`src/rtl/regfile_pkg.sv`:
```
// rtl/regfile_pkg.sv - shared register-file widths and writeback request types
package regfile_pkg;

    localparam int XLEN       = 32;
    localparam int NREG       = 32;
    localparam int REG_ADDR_W = $clog2(NREG);

    typedef logic [REG_ADDR_W-1:0] reg_addr_t;
    typedef logic [XLEN-1:0]       xlen_t;

    typedef struct packed {
        reg_addr_t addr;
        xlen_t     data;
    } wb_req_t;

endpackage

```
`src/rtl/rr_arbiter.sv`:
```
// rtl/rr_arbiter.sv - reusable round-robin arbiter with one-hot grant and index
module rr_arbiter #(
    parameter  int N = 3,
    localparam int W = (N > 1) ? $clog2(N) : 1
) (
    input  logic         clk_i,
    input  logic         rst_ni,
    input  logic [N-1:0] req,
    output logic [N-1:0] gnt,
    output logic [W-1:0] gnt_idx,
    output logic         gnt_any
);

    logic [W-1:0] ptr;
    int unsigned  cand;

    // Grant the first requester found scanning upward from ptr, wrapping at N.
    always_comb begin
        gnt     = '0;
        gnt_idx = '0;
        gnt_any = 1'b0;
        cand    = 0;
        for (int k = 0; k < N; k++) begin
            cand = int'(ptr) + k;
            if (cand >= N) begin
                cand = cand - N;
            end
            if (!gnt_any && req[cand]) begin
                gnt[cand] = 1'b1;
                gnt_idx   = W'(cand);
                gnt_any   = 1'b1;
            end
        end
    end

    // Move the pointer just past the winner; explicit wrap keeps non-power-of-2 N in range.
    always_ff @(posedge clk_i or negedge rst_ni) begin
        if (!rst_ni) begin
            ptr <= '0;
        end else if (gnt_any) begin
            if (gnt_idx == W'(N - 1)) begin
                ptr <= '0;
            end else begin
                ptr <= gnt_idx + W'(1);
            end
        end
    end

endmodule

```
`src/rtl/regfile_wb_arbiter.sv`:
```
// rtl/regfile_wb_arbiter.sv - serializes writeback producers onto the register-file write port
module regfile_wb_arbiter
    import regfile_pkg::*;
#(
    parameter  int XLen      = XLEN,
    parameter  int NReg      = NREG,
    parameter  int NSrc      = 3,
    localparam int NRegWidth = $clog2(NReg),
    localparam int NSrcWidth = $clog2(NSrc)
) (
    input  logic                           clk_i,
    input  logic                           rst_ni,
    input  logic [NSrc-1:0]                src_valid_i,
    output logic [NSrc-1:0]                src_ready_o,
    input  logic [NSrc-1:0][NRegWidth-1:0] src_addr_i,
    input  logic [NSrc-1:0][XLen-1:0]      src_data_i,
    output logic [NRegWidth-1:0]           a3_o,
    output logic                           we3_o,
    output logic [XLen-1:0]                wd3_o,
    output logic                           busy_o
);

    logic [NSrc-1:0]      gnt;
    logic [NSrcWidth-1:0] gnt_idx;
    logic                 gnt_any;
    logic [NRegWidth-1:0] sel_addr;
    logic [XLen-1:0]      sel_data;
    logic                 wr_ok;

    rr_arbiter #(
        .N(NSrc)
    ) u_arb (
        .clk_i  (clk_i),
        .rst_ni (rst_ni),
        .req    (src_valid_i),
        .gnt    (gnt),
        .gnt_idx(gnt_idx),
        .gnt_any(gnt_any)
    );

    assign src_ready_o = gnt;

    // Route the winning producer's address and data; zero when nobody is granted.
    always_comb begin
        sel_addr = '0;
        sel_data = '0;
        for (int i = 0; i < NSrc; i++) begin
            if (gnt_any && (gnt_idx == NSrcWidth'(i))) begin
                sel_addr = src_addr_i[i];
                sel_data = src_data_i[i];
            end
        end
    end

    // Writes to x0 are accepted from the producer but never reach the register file.
    assign wr_ok = gnt_any && (sel_addr != '0);

    // Single output register; address and data are forced to zero whenever no write is issued.
    always_ff @(posedge clk_i or negedge rst_ni) begin
        if (!rst_ni) begin
            we3_o <= 1'b0;
            a3_o  <= '0;
            wd3_o <= '0;
        end else begin
            we3_o <= wr_ok;
            a3_o  <= wr_ok ? sel_addr : '0;
            wd3_o <= wr_ok ? sel_data : '0;
        end
    end

    assign busy_o = (|src_valid_i) | we3_o;

endmodule

```
`config.mk`:
```
export PLATFORM = sky130hd
export DESIGN_NAME = regfile_wb_arbiter
export DESIGN_NICKNAME = d
export VERILOG_FILES = /design/src/rtl/regfile_pkg.sv /design/src/rtl/rr_arbiter.sv /design/src/rtl/regfile_wb_arbiter.sv
export SDC_FILE = /design/constraint.sdc
export NUM_CORES = 1
export LEC_CHECK = 0
export CAP_MARGIN = 20
export CORE_MARGIN = 1
export CORE_UTILIZATION = 39
export CTS_CLUSTER_DIAMETER = 30
export DETAILED_ROUTE_END_ITERATION = 8
export PLACE_DENSITY = 0.94
export SLEW_MARGIN = 20
export SYNTH_ARGS = -nofsm -noshare
export SYNTH_HDL_FRONTEND = slang
export SYNTH_HIERARCHICAL = 1
export SYNTH_SLANG_ARGS = --single-unit
```
`constraint.sdc`:
```
create_clock -name clk_i -period 8.66 [get_ports clk_i]
set_clock_uncertainty 0.1 [all_clocks]
set_input_delay 2.165 -clock clk_i [delete_from_list [all_inputs] [get_ports clk_i]]
set_output_delay 2.165 -clock clk_i [all_outputs]
set_load 0.01 [all_outputs]
```
Word level (Yosys, flattened, before mapping). Index checks and enable logic that the tools add are counted. W data, S select, Z words.

Register bits: 40. Bits of input ports: 116. Logic and storage cells: 71.

Add/sub/neg operators: 6. Order comparisons: 9. Equal/unequal tests: 2. Multiplexer cells: 33. Bitwise operators: 3. Reduce and logical (&&, ||, !) cells: 14.

Operators by type and width (number): $mux W32 (7); $ge A32 B1 Y1 const B (3); $lt A32 B3 Y1 const B (3); $ge A32 B2 Y1 const B (2); $sub A32 B2 Y32 const B (2); $mux W5 (4); $logic_and A1 B1 Y1 (9); $mux W1 (9); $mux W3 (3); $mux W2 (4); $bmux W1 S2 (3); $demux W1 S2 (3); $or A3 B3 Y3 (2); $reduce_bool A5 Y1 (1); $add A2 B1 Y3 const B (1); $add A2 B2 Y3 const B (1); $reduce_or A3 Y1 (1); $sub A2 B2 Y3 const B (1); $add A2 B1 Y2 const B (1); $eq A2 B1 Y1 const B (1); $eq A2 B2 Y1 const B (1); $ge A2 B2 Y1 const B (1); $logic_not A1 Y1 (2); $logic_not A2 Y1 (1); $or A1 B1 Y1 (1).

Depth between registers and ports, before layout. Gate-level depths: netlist (run 1).

Depth in word-level cells: 19. Mapped depth: 14.

Modules after synthesis. Netlist (run 1), hierarchy kept.

By module, submodules not included: regfile_wb_arbiter (instances 1, cells each 209, area each 2018.2 µm², sequential area each 950.9 µm²); rr_arbiter (instances 1, cells each 49, area each 412.9 µm², sequential area each 50.0 µm²).

Worst setup path after synthesis (run 1). Ideal clock, no wire load.

Path kind: input port to output port. Start: in src_valid_i[2]. End: out src_ready_o[0]. Arrival time: 2.999 ns. Data required time: 6.395 ns. Slack: 3.396 ns. Cell stages on the path: 4. Buffers on the path: 0. Cell sequence: or3b_1 > a21oi_1 > o21ai_1 > a31oi_1.

Cells in the longest elaborated chain, start to end: 9.

Ends and longest elaborated chain: from (decl) (RTL line regfile_wb_arbiter.sv:13) `input logic [NSrc-1:0] src_valid_i,`; $bmux W1 S2 (RTL line rr_arbiter.sv:28) `if (!gnt_any && req[cand]) begin`; $mux W1 (implied by the code) (RTL line rr_arbiter.sv:28); $mux W1 (RTL line rr_arbiter.sv:28); $logic_not A1 Y1 (RTL line rr_arbiter.sv:28); $logic_and A1 B1 Y1 (RTL line rr_arbiter.sv:28); $mux W1 (RTL line rr_arbiter.sv:28); $logic_not A1 Y1 (RTL line rr_arbiter.sv:28); $logic_and A1 B1 Y1 (RTL line rr_arbiter.sv:28); $mux W3 (*) (RTL line rr_arbiter.sv:28); to (decl) (RTL line regfile_wb_arbiter.sv:14) `output logic [NSrc-1:0] src_ready_o,`.

Mark *: on every way between the ends. The rest lies on a longest branch, timed or not. The select of a mux whose other input is x is not followed.

Worst setup path in the final report (run 1).
Start: in src_valid_i[0]. End: out src_ready_o[0].

The elaborated chain is that of the path after synthesis.

==> summary.txt, run 1 <==
Finish
  • Area grow syn2layout: 69.8%
  • Final core utilization: 69.3%
  • Final Non-Filler Cells: 482
  • Layout cells sized above 1: 6.88%
  • # nets final: 526
  • Ant diodes: 0
  • Design Area, Final: 4130 µm²

Power
  • Switching share of power: 42.9%
  • Psw: 0.622 mW
  • Final Power: 1.45 mW
  • Leak: 1.69 nW
  • PD cells: 351 nW/µm²
  • Power Internal: 0.828 mW
  • Flop pwr share: 21.4%
  • Clk pwr share: 9.0%
  • Combinational power share: 69.5%
  • Worst ir drop on vdd: 283 µV

Placed design
  • Post-placement cell area: 4030 µm²
  • IO Port Bufs: 157
  • Post-placement cell count: 474
  • Placer Congestion: 0.852
  • DP Wirelength: 5690 µm
  • Place WS: 2.28 ns

Floorplan
  • Die Area: 6550 µm²
  • Row cnt: 28
  • Core Footprint: 5960 µm²
  • I/O pins: 158
  • Die Y: 81.0 µm
  • Initial Util: 40.8%
  • Die Wd: 81.0 µm

Timing
  • Final hold slack: 0.484 ns
  • Slew Limit Fails: 0
  • Final worst setup slack: 2.27 ns
  • Period minus WS final: 6.39 ns
  • Unrepaired setup endpoints after global routing: no
  • Fmax: 0.156 GHz
  • Setup TNS: 0 ns
  • Rel. slew slack: 42.2%
  • # setup viols final: 0
  • Final Hold Viols: 0
  • Worst-Margin Slew: 0.866 ns
  • Period Utilization, post-route: 73.8%

CTS
  • H-tree depth: 2
  • Clk Latency, worst-skew pair: 0.28 ns
  • Clock slew at reported path FFs: 0.07 ns
  • Inserted Clock Buffers: 5
  • Setup bufs post-CTS: 0
  • Clock Tree Root: clkbuf_8
  • CTS Hold Bufs: 0
  • Clk buf depth: 2
  • CTS tree: done
  • CTS sink cnt: 40
  • Post_cts resized: 0

Global routing
  • Global-route usage over all layers: 21.6%
  • First-pass GRT wire length: 10800 µm
  • Initial antenna violation count: 0
  • Largest net degree at the start of global routing: 41
  • Vias in the first global route: 2378
  • Gr ovfl total: 0

Yosys
  • Asr flop ratio synth: 100%
  • Netlist Area Pre-Place: 2430 µm²
  • Yosys top cell area share: 41.2%
  • Ranking of synthesized cells by area: dfrtp_1, mux2i_1, a21oi_1
  • EDFF count, synth: 0
  • Number of synthesized register bits: 40
  • Post-synth top cells: a21oi_1, dfrtp_1, mux2i_1
  • Count leader, synth: a21oi_1
  • Synth Net Count: 378
  • Post-synth top area cell: dfrtp_1
  • Yosys warns: 6
  • Cells after synthesis: 258
  • Synth Area per Inst: 9.42 µm²
  • Unique cell type count in the Yosys netlist: 44
  • Register area share after synthesis: 41.2%
  • Main synth FF type: dfrtp_1

Worst hold path
  • Hold Path Class: reg -> reg
  • Hold endpoint: u_arb/ptr[1]$_DFFE_PN0P_
  • Hold Crit Depth: 1
  • Min-Delay Startpoint: u_arb/ptr[1]$_DFFE_PN0P_

Routing
  • # DRC: 0
  • Antenna viol nets, final: 0
  • Final wirelength: 7290 µm
  • Per-cell routed wire length: 15.1 µm
  • Wl on met1: 2630 µm
  • Top sig layer: met4
  • TritonRoute pass-1 iters: 4
  • Vias per cell: 5.20
  • First DRT Iteration DRCs: 92
  • Vias: 2505
  • Wire length on met3: 541 µm
  • DR WL met2: 3930 µm

Setup path
  • Worst setup SP type: primary input
  • Critical R2R Launch: u_arb/ptr[0]$_DFFE_PN0P_
  • Worst Reg-to-Reg Cells: 12
  • Max FO, Critical Path: 6
  • Worst R2R End: wd3_o[6]$_DFF_PN0_
  • Crit path from: src_valid_i[0]
  • WP data required: 6.40 ns
  • Worst endpoint data arrival time: 4.13 ns
  • FF-to-FF setup slack: 4.87 ns
  • Setup CP Type: in -> out
  • Crit path capture type: primary output

Flow run
  • Max-Cap Viols: 0

Run status
  • Status: finished clean
critical path: stages:
cell and delay, ns:
clkdlybuf4s50_1 0.57, or3b_1 0.38, a21oi_1 0.17, o21ai_1 0.10, a31oi_1 0.17, clkdlybuf4s50_1 0.56
flip-flops by register name, indices dropped and copies added, names as in the netlist:
name	flops
a3_o	5
wd3_o	32
we3_o	1
u_arb/ptr	2
worst max path at each step:
stage | end | cells past startpoint
global placement | src_ready_o[0] | 6
finish | src_ready_o[0] | 6
floorplan | src_ready_o[0] | 4
detailed placement | src_ready_o[0] | 6
global route | src_ready_o[0] | 6
CTS | src_ready_o[0] | 6
layout make-up:
type	count	area, µm²
fill	454	1830
timing repair buffer	162	1620
sequential	40	1000
inverter	6	22.5
clock buffer	6	82.6
clock inverter	2	13.8
multi-input combinational	191	1290
tap	75	93.8
power by group through the flow:
stage / combinational [mW] / sequential [mW] / clock (mW)
after floorplan: 0.615 / 0.361 / 0
after global placement: 0.967 / 0.312 / 0
after detailed placement: 1.01 / 0.317 / 0
after CTS: 1.02 / 0.312 / 0.135
after global routing: 1.10 / 0.320 / 0.144
final: 1.01 / 0.311 / 0.131
routing by layer:
layer / GRT usage (%) / vias up
met4: 7.50 / 0
met3: 5.62 / 16
met2: 41.6 / 115
met1: 22.2 / 1173
met5: 0 / -
li1: - / 1201
kinds of logic (layout without fill, tap and decap cells):
logic type,count (synthesis),after routing,share of synthesized area (%)
simple gates,61,61,12.6
mux,40,40,16.9
fa+ha+maj,4,4,2.06
buf+inv,27,176,6.33
flops,40,40,41.2
compound gates,86,86,21.0
cell usage in the layout, fill, tap and decap left out, types with 2 or more instances in the layout:
master	instances
a21oi_1	66
and2_1	5
buf_4	4
clkbuf_8	6
clkdlybuf4s50_1	156
dfrtp_1	40
ha_1	4
inv_1	5
mux2i_1	37
nand2_1	4
nand3b_1	5
nor2_1	33
nor2b_1	3
o21ai_1	4
o21ai_2	2
(Power assumes the default switching activity.)
==> run 2, diff against run 1 <==
Settings changed: CORE_UTILIZATION 39 to 33, PLACE_DENSITY 0.94 to 0.85.
Clock period 8.66 ns to 5.8 ns, I/O delays scaled along.
==> run 2 against run 1 <==
Flip-flop and latch count unchanged; count of clock-buffer cells in the layout down 1; wire length up 2.7%; first-iteration DRC count up 51%; clock power up 35%; power up 46%; largest power group unchanged.
==> summary.txt, run 2 (synthesis gave the netlist of run 1 again) <==
Run status
  • Status: finished clean

Power
  • Leak: 1.68 nW
  • Final Power: 2.12 mW
  • Worst ir drop on vdd: 204 µV
  • PD cells: 515 nW/µm²

Finish
  • Design Area, Final: 4120 µm²
  • Max reg flops: 32
  • Ant diodes: 0
  • Top reg by flops: wd3_o
  • # nets final: 526
  • Largest regs: wd3_o (32), a3_o (5), u_arb/ptr (2)
  • Area grow syn2layout: 69.4%
  • Most common cell after layout, fill and taps aside: clkdlybuf4s50_1
  • Most frequent cells in the layout: clkdlybuf4s50_1, a21oi_1, dfrtp_1, mux2i_1, nor2_1
  • Fillcell total: 580
  • Area of the multi-input gates: 1290 µm²
  • Reg area: 1000 µm²
  • Layout cells sized above 1: 6.65%
  • Final core utilization: 59.3%

Global routing
  • Gr ovfl total: 0
  • Global-route usage over all layers: 19.3%
  • Largest net degree at the start of global routing: 41
  • Vias in the first global route: 2512
  • First-pass GRT wire length: 11500 µm
  • Initial antenna violation count: 0

Routing
  • Wire length on met3: 544 µm
  • DR WL met2: 4070 µm
  • Top sig layer: met4
  • # DRC: 0
  • Vias: 2504
  • TritonRoute pass-1 iters: 4
  • First DRT Iteration DRCs: 139
  • Wl on met1: 2730 µm
  • Final wirelength: 7490 µm
  • Antenna viol nets, final: 0
  • Per-cell routed wire length: 14.9 µm
  • Vias per cell: 4.99

Setup path
  • Worst setup SP type: primary input
  • Setup CP Type: in -> out
  • Critical R2R Launch: u_arb/ptr[0]$_DFFE_PN0P_
  • Crit path capture type: primary output
  • WP data required: 4.25 ns
  • Worst Reg-to-Reg Cells: 11
  • Max FO, Critical Path: 8
  • Worst R2R End: wd3_o[3]$_DFF_PN0_
  • Worst endpoint data arrival time: 3.42 ns
  • FF-to-FF setup slack: 2.35 ns

CTS
  • Inserted Clock Buffers: 5
  • Clock slew at reported path FFs: 0.07 ns
  • H-tree depth: 2
  • Post_cts resized: 0
  • Clk buf depth: 2
  • CTS sink cnt: 40
  • Setup bufs post-CTS: 0
  • CTS Hold Bufs: 0
  • Clock Tree Root: clkbuf_8
  • CTS tree: done
  • Clk Latency, worst-skew pair: 0.28 ns

Floorplan
  • Die Wd: 87.8 µm
  • Die Area: 7710 µm²
  • Initial Util: 35.0%
  • Core Footprint: 6940 µm²
  • Die Y: 87.8 µm
  • I/O pins: 158
  • Row cnt: 30

Worst hold path
  • Hold Crit Depth: 1
  • Min-Delay Startpoint: u_arb/ptr[1]$_DFFE_PN0P_
  • Hold Path Class: reg -> reg
  • Hold endpoint: u_arb/ptr[1]$_DFFE_PN0P_

Placed design
  • Placer Congestion: 0.921
  • DP Wirelength: 5720 µm
  • IO Port Bufs: 157
  • Post-placement cell area: 4040 µm²

Timing
  • Period Utilization, post-route: 85.6%
  • Unrepaired setup endpoints after global routing: no
  • Worst-Margin Slew: 0.893 ns
  • Setup TNS: 0 ns
  • Fmax: 0.201 GHz
  • Rel. slew slack: 40.5%
  • Period minus WS final: 4.97 ns
  • # setup viols final: 0
  • Final hold slack: 0.468 ns
  • Final Hold Viols: 0
  • Slew Limit Fails: 0

Flow run
  • Max-Cap Viols: 0
run 2: cell types whose count changed in the layout (fill, tap and decap cells not counted), sizes merged:
| cell | delta |
|---|---|
| clkbuf | -1 |
| clkinvlp | +1 |
| inv | -1 |
run 2: how the worst max path moves through the flow:
stage | start | to | slack, ns | depth (start not counted)
after floorplan | src_valid_i[2] | src_ready_o[0] | 1.97 | 4
after global placement | src_valid_i[2] | src_ready_o[0] | 0.93 | 6
after detailed placement | src_valid_i[2] | src_ready_o[0] | 0.85 | 6
after CTS | src_valid_i[2] | src_ready_o[0] | 0.84 | 6
after global routing | src_valid_i[2] | src_ready_o[0] | 0.76 | 6
final | src_valid_i[2] | src_ready_o[0] | 0.83 | 6
run 2: critical path, cell delays in order:
cell             delay (ns)
clkdlybuf4s50_1        0.52
or3b_1                 0.43
a21oi_1                0.15
o21ai_1                0.10
a31oi_1                0.18
clkdlybuf4s50_1        0.58
run 2: per-layer routing:
metal  GRT usage (%)  up-vias
met2            35.7      115
met4            6.26        0
met1            21.1     1177
met3            5.56       13
li1                -     1199
met5               0        -
run 2: metrics by stage:
| step | setup slack, ns | std cells |
|---|---|---|
| global placement | 0.934 | 495 |
| detailed placement | 0.846 | 495 |
| finish | 0.834 | 502 |
| floorplan | 1.97 | 258 |
| CTS | 0.842 | 502 |
| global route | 0.755 | 502 |
run 2: where the power goes:
| part | switching, mW | internal (mW) | total [mW] |
|---|---|---|---|
| combinational | 0.779 | 0.703 | 1.48 |
| sequential | 0.0401 | 0.424 | 0.464 |
| clock | 0.0958 | 0.0815 | 0.177 |
| total | 0.914 | 1.21 | 2.12 |
run 2: layout make-up:
type,count,area share (%)
Clock buffer,5,1.67
Clock inverter,2,0.304
Inverter,6,0.547
Tap cell,96,2.92
Timing Repair Buffer,162,38.9
Multi-Input combinational cell,191,31.3
Sequential cell,40,24.3
==> run 3, diff against run 2 <==
Settings changed: TNS_END_PERCENT set to 1.
==> results of run 3 <==
Final layout, timing and power as in run 2 (identical DEF).
